==> config.mk <==
export PLATFORM = sky130hd
export DESIGN_NAME = reg_bank_2r1w_flat
export DESIGN_NICKNAME = d
export VERILOG_FILES = /design/src/rtl/reg_bank_2r1w_if.sv /design/src/rtl/reg_bank_2r1w.sv /design/src/flat_wrapper.sv
export SDC_FILE = /design/constraint.sdc
export NUM_CORES = 1
export LEC_CHECK = 0
export CORE_MARGIN = 2
export CORE_UTILIZATION = 50
export DETAILED_ROUTE_END_ITERATION = 10
export GPL_TIMING_DRIVEN = 0
export PLACE_DENSITY = 0.77
export SLEW_MARGIN = 20
export SYNTH_ARGS = -nofsm -noshare
export SYNTH_HDL_FRONTEND = slang
export SYNTH_SLANG_ARGS = --single-unit
export TNS_END_PERCENT = 10
==> constraint.sdc <==
create_clock -name Clk -period 2.24 [get_ports Clk]
set_clock_uncertainty 0.05 [all_clocks]
set_input_delay 0.56 -clock Clk [delete_from_list [all_inputs] [get_ports Clk]]
set_output_delay 0.56 -clock Clk [all_outputs]
set_load 0.02 [all_outputs]
==> src/rtl/reg_bank_2r1w_if.sv <==
// Operand/writeback bus of the register bank: clock enable, one write port, two read ports.
// Master drives addresses and write data; slave (the bank) returns read data.
interface reg_bank_2r1w_if #(
  parameter int unsigned WIDTH = 8,
  parameter int unsigned AW    = 3
);
  logic             Cen;
  logic             WrEn;
  logic [AW-1:0]    WrAddr;
  logic [WIDTH-1:0] WrData;
  logic [AW-1:0]    RdAddrA;
  logic [WIDTH-1:0] RdDataA;
  logic [AW-1:0]    RdAddrB;
  logic [WIDTH-1:0] RdDataB;

  modport master (
    output Cen, WrEn, WrAddr, WrData, RdAddrA, RdAddrB,
    input  RdDataA, RdDataB
  );

  modport slave (
    input  Cen, WrEn, WrAddr, WrData, RdAddrA, RdAddrB,
    output RdDataA, RdDataB
  );
endinterface

==> src/rtl/reg_bank_2r1w.sv <==
// DEPTH x WIDTH register file, one write port committing on the falling clock edge, two
// combinational read ports. Optional write-through forwarding via macro REG_BANK_BYPASS_EN.
module reg_bank_2r1w #(
  parameter int unsigned WIDTH    = 8,
  parameter int unsigned DEPTH    = 8,
  parameter int unsigned AW       = 3,
  parameter bit          ZERO_REG = 1'b1
) (
  input logic            Clk,
  input logic            Rst,
  reg_bank_2r1w_if.slave bus
);

  localparam logic [AW:0] DepthW = (AW+1)'(DEPTH);

  logic [WIDTH-1:0] mem [DEPTH];
  logic             wr_ok;
  logic [WIDTH-1:0] rd_a;
  logic [WIDTH-1:0] rd_b;

  // True for addresses that map onto real, writable storage.
  function automatic logic addr_ok(input logic [AW-1:0] a);
    return ({1'b0, a} < DepthW) && !(ZERO_REG && (a == '0));
  endfunction

  function automatic logic [WIDTH-1:0] rd_port(input logic [AW-1:0] a);
    logic [WIDTH-1:0] v;
    v = '0;
    if (addr_ok(a)) begin
      v = mem[a];
    end
    return v;
  endfunction

  assign wr_ok = !Rst && bus.Cen && bus.WrEn && addr_ok(bus.WrAddr);

  // Falling-edge commit so posedge consumers always see settled operands.
  always_ff @(negedge Clk) begin
    if (Rst) begin
      for (int unsigned i = 0; i < DEPTH; i++) begin
        mem[i] <= '0;
      end
    end else if (wr_ok) begin
      mem[bus.WrAddr] <= bus.WrData;
    end
  end

  always_comb begin
    rd_a = rd_port(bus.RdAddrA);
    rd_b = rd_port(bus.RdAddrB);
`ifdef REG_BANK_BYPASS_EN
    // Only legal, enabled writes are forwarded; dropped writes never leak onto the ports.
    if (wr_ok && (bus.RdAddrA == bus.WrAddr)) begin
      rd_a = bus.WrData;
    end
    if (wr_ok && (bus.RdAddrB == bus.WrAddr)) begin
      rd_b = bus.WrData;
    end
`endif
  end

  assign bus.RdDataA = rd_a;
  assign bus.RdDataB = rd_b;

endmodule

==> src/flat_wrapper.sv <==
// flat-port wrapper written by rule: the top's interface ports become plain ports
module reg_bank_2r1w_flat 
#(
  parameter int unsigned WIDTH    = 8,
  parameter int unsigned DEPTH    = 8,
  parameter int unsigned AW       = 3,
  parameter bit          ZERO_REG = 1'b1
)
  (Clk, Rst, bus_Cen, bus_WrEn, bus_WrAddr, bus_WrData, bus_RdAddrA, bus_RdAddrB, bus_RdDataA, bus_RdDataB);
  reg_bank_2r1w_if #(.WIDTH(WIDTH), .AW(AW)) bus_i ();
  input logic Clk;
  input logic Rst;
  input wire logic [$bits(bus_i.Cen)-1:0] bus_Cen;
  input wire logic [$bits(bus_i.WrEn)-1:0] bus_WrEn;
  input wire logic [$bits(bus_i.WrAddr)-1:0] bus_WrAddr;
  input wire logic [$bits(bus_i.WrData)-1:0] bus_WrData;
  input wire logic [$bits(bus_i.RdAddrA)-1:0] bus_RdAddrA;
  input wire logic [$bits(bus_i.RdAddrB)-1:0] bus_RdAddrB;
  output wire logic [$bits(bus_i.RdDataA)-1:0] bus_RdDataA;
  output wire logic [$bits(bus_i.RdDataB)-1:0] bus_RdDataB;
  assign bus_i.Cen = bus_Cen;
  assign bus_i.WrEn = bus_WrEn;
  assign bus_i.WrAddr = bus_WrAddr;
  assign bus_i.WrData = bus_WrData;
  assign bus_i.RdAddrA = bus_RdAddrA;
  assign bus_i.RdAddrB = bus_RdAddrB;
  assign bus_RdDataA = bus_i.RdDataA;
  assign bus_RdDataB = bus_i.RdDataB;
  reg_bank_2r1w #(.WIDTH(WIDTH), .DEPTH(DEPTH), .AW(AW), .ZERO_REG(ZERO_REG)) u_core (.Clk(Clk), .Rst(Rst), .bus(bus_i));
endmodule
==> summary.md <==
| Metric | Value |
|---|---|
| Port bufs | 31 |
| Starting density of the core | 0.512 |
| Hold Vio Cnt, Final | 0 |
| Post-synth top cells | and2_1 (57), edfxtp_1 (56), mux2i_1 (24), a221oi_1 (18), nor2b_1 (12) |
| Setup ws final | -1.13 ns |
| First-pass GRT wire length | about 13 mm |
| Crit path launch type | flip-flop |
| Largest cells by area after synthesis | edfxtp_1 (52%), and2_1 (11%), mux2i_1 (7.5%) |
| Core Util, Final | 0.695 |
| Area Overhead vs Synth | 35.7% |
| # rows | 29 |
| Cts bufs inserted | 5 |
| First drt pass iteration count | 4 |
| DRC violations left | 0 |
| Asr flop ratio synth | 0 |
| # nets final | roughly 370 |
| Slew margin rel. | 0.403 |
| HP Class | in2reg |
| Worst VDD drop | between 300 and 400 uV |
| RSZ-0062 raised after global routing | true |
| Gate Count Post-Synth | between 200 and 250 |
| Placed insts | between 300 and 400 |
| Number of flip-flops in the largest register | 56 |
| Vias per cell | 5.67 |
| Failing checks | negative setup slack |
| Register area share after synthesis | 0.523 |
| Synth cell types | 26 |
| Layout cell share with drive strength beyond 1 | 0.341 |
| Largest area contributor in the netlist | edfxtp_1 |
| Post-DP HPWL | ~5.4 mm |
| Total Routing Usage GR | 0.241 |
| Mapped Area | roughly 0.0032 mm^2 |
| Max Root-Sink Buffers | 2 |
| Mapped Avg Cell Area | around 13 um^2 |
| CTS tree | built |
| Vias in the first global route | roughly 2600 |
| Ports | 37 |
| Worst Setup End Kind | output pin |
| Post-CTS Hold Fix Bufs | 0 |
| Largest regs | u_core.mem: 56 flops |
| Slowest CP cell | edfxtp_1 |
| Die area | ~0.007 mm^2 |
| Clk pin slew, worst setup/hold paths | around 0.05 ns |
| Via count | roughly 2400 |
| Number of synthesized flops with an enable pin | 56 |
| FF+latch count, synth | 56 |
| Run status | complete, but fails checks |
| Pwr dens | 623 mW/mm^2 |
| Maxcap violations | 0 |
| Max incr delay on CP | roughly 0.40 ns |
| Largest net degree at the start of global routing | 17 |
| Global route total overflow | 0 |
| Final Power | around 2700 uW |
| DR WL/cell | just under 20 um |
| Post-route ant nets | 0 |
| Worst-Margin Slew | approximately 0.90 ns |
| Drt total wl | about 8.4 mm |
| Max Transition Viols Final | 0 |
| DIE HEIGHT | around 84 um |
| Post-route insts no fill | ~420 |
| Initial antenna violation count | 0 |
| Crit-path max FO | 2 |
| Post-synth top flop | edfxtp_1 |
| RePlAce Congestion | around 0.8 |
| LEAKAGE | ~0.0019 uW |
| Syn Nets | approximately 270 |
| Die Wd | roughly 84 um |
| Final setup viols | between 100 and 150 |
| Sink Count | 56 |
| Clock Root Buffer | clkbuf_8 |
| CP arrival | about 2.8 ns |
| Worst slack, placed | -1.52 ns |
| Worst path cell trace | mux2_4, a221oi_4, a221oi_2, buf_4 |
| Critical path class | reg2out |
| Diodes inserted | 0 |
| Yosys Warn Count | 0 |
| Starting DRC count in detailed routing | 151 |
| Largest Register | u_core.mem |
| Core area | roughly 0.0063 mm^2 |
| Worst EP required | between 1.5 and 2 ns |
| Top-count cell post-synth | and2_1 |
| Synth top area share | 0.523 |
| H-tree levels | 2 |
## where the power goes
| group | internal [uW] | switching [uW] |
|---|---|---|
| clock | 347 | 599 |
| combinational | 235 | 283 |
| sequential | 1220 | 34.8 |
## layout make-up
class,instances,area (um^2)
multi-input combinational,170,1830
tap,77,96.3
clock buffer,5,68.8
sequential,56,1680
clock inverter,59,228
timing repair buffer,39,319
buffer,17,140
fill,429,1910
## layer usage
metal,up-vias,routed length [um],GRT usage
met5,-,0,0
met4,0,260,0.133
met3,17,520,0.0590
met2,87,4410,0.427
met1,1154,3170,0.264
li1,1140,-,-
## timing repair
action,4_1_cts,5_1_grt
pin swaps,7,22
gates resized for setup,126,29
hold endpoints to repair,0,0
setup endpoints to repair,128,128
setup buffers,5,3
## cells in the final DEF (no fill, tap or decap), drive strengths merged, types with 3 or more instances in the layout
cell type     instances
nor2                  6
nand2b                3
a311oi                8
nor2b                12
buf                  44
a211oi                9
mux2                 16
dlymetal6s2s          6
a221oi               23
clkbuf                7
or2                   7
and2                 57
mux2i                24
inv                  57
edfxtp               56
## stage by stage
step / hold slack (ns) / setup TNS, ns / area (um^2)
after floorplan: 1.48 / -44.65 / 3370
after global placement: 2.05 / -153.78 / 3780
after detailed placement: 2.04 / -156.58 / 3780
after CTS: 1.68 / -51.33 / 4240
after global routing: 1.67 / -44.40 / 4360
final: 1.67 / -40.05 / 4360
## critical path, delay by kind of cell, from the launching register on
family                 cells  cell delay (ns)
flip-flops                 1             0.40
AO/OA/AOI/OAI              2             0.36
multiplexers               1             0.30
buffers and inverters      1             0.20
## kinds of logic (layout without fill, tap and decap cells)
logic type,Yosys count,after routing,synth area share
AND/OR/NAND/NOR,90,90,0.181
flip-flops,56,56,0.523
buffers and inverters,18,120,0.0447
multiplexers,40,40,0.137
AO/OA/AOI/OAI,40,40,0.115
## worst paths after layout
kind	startpoint	to	cells past startpoint
hold / removal	Rst	u_core.mem[5][1]	2
setup / recovery	u_core.mem[1][5]	bus_RdDataB[5]	4
Power figures use the tool's default switching activity.
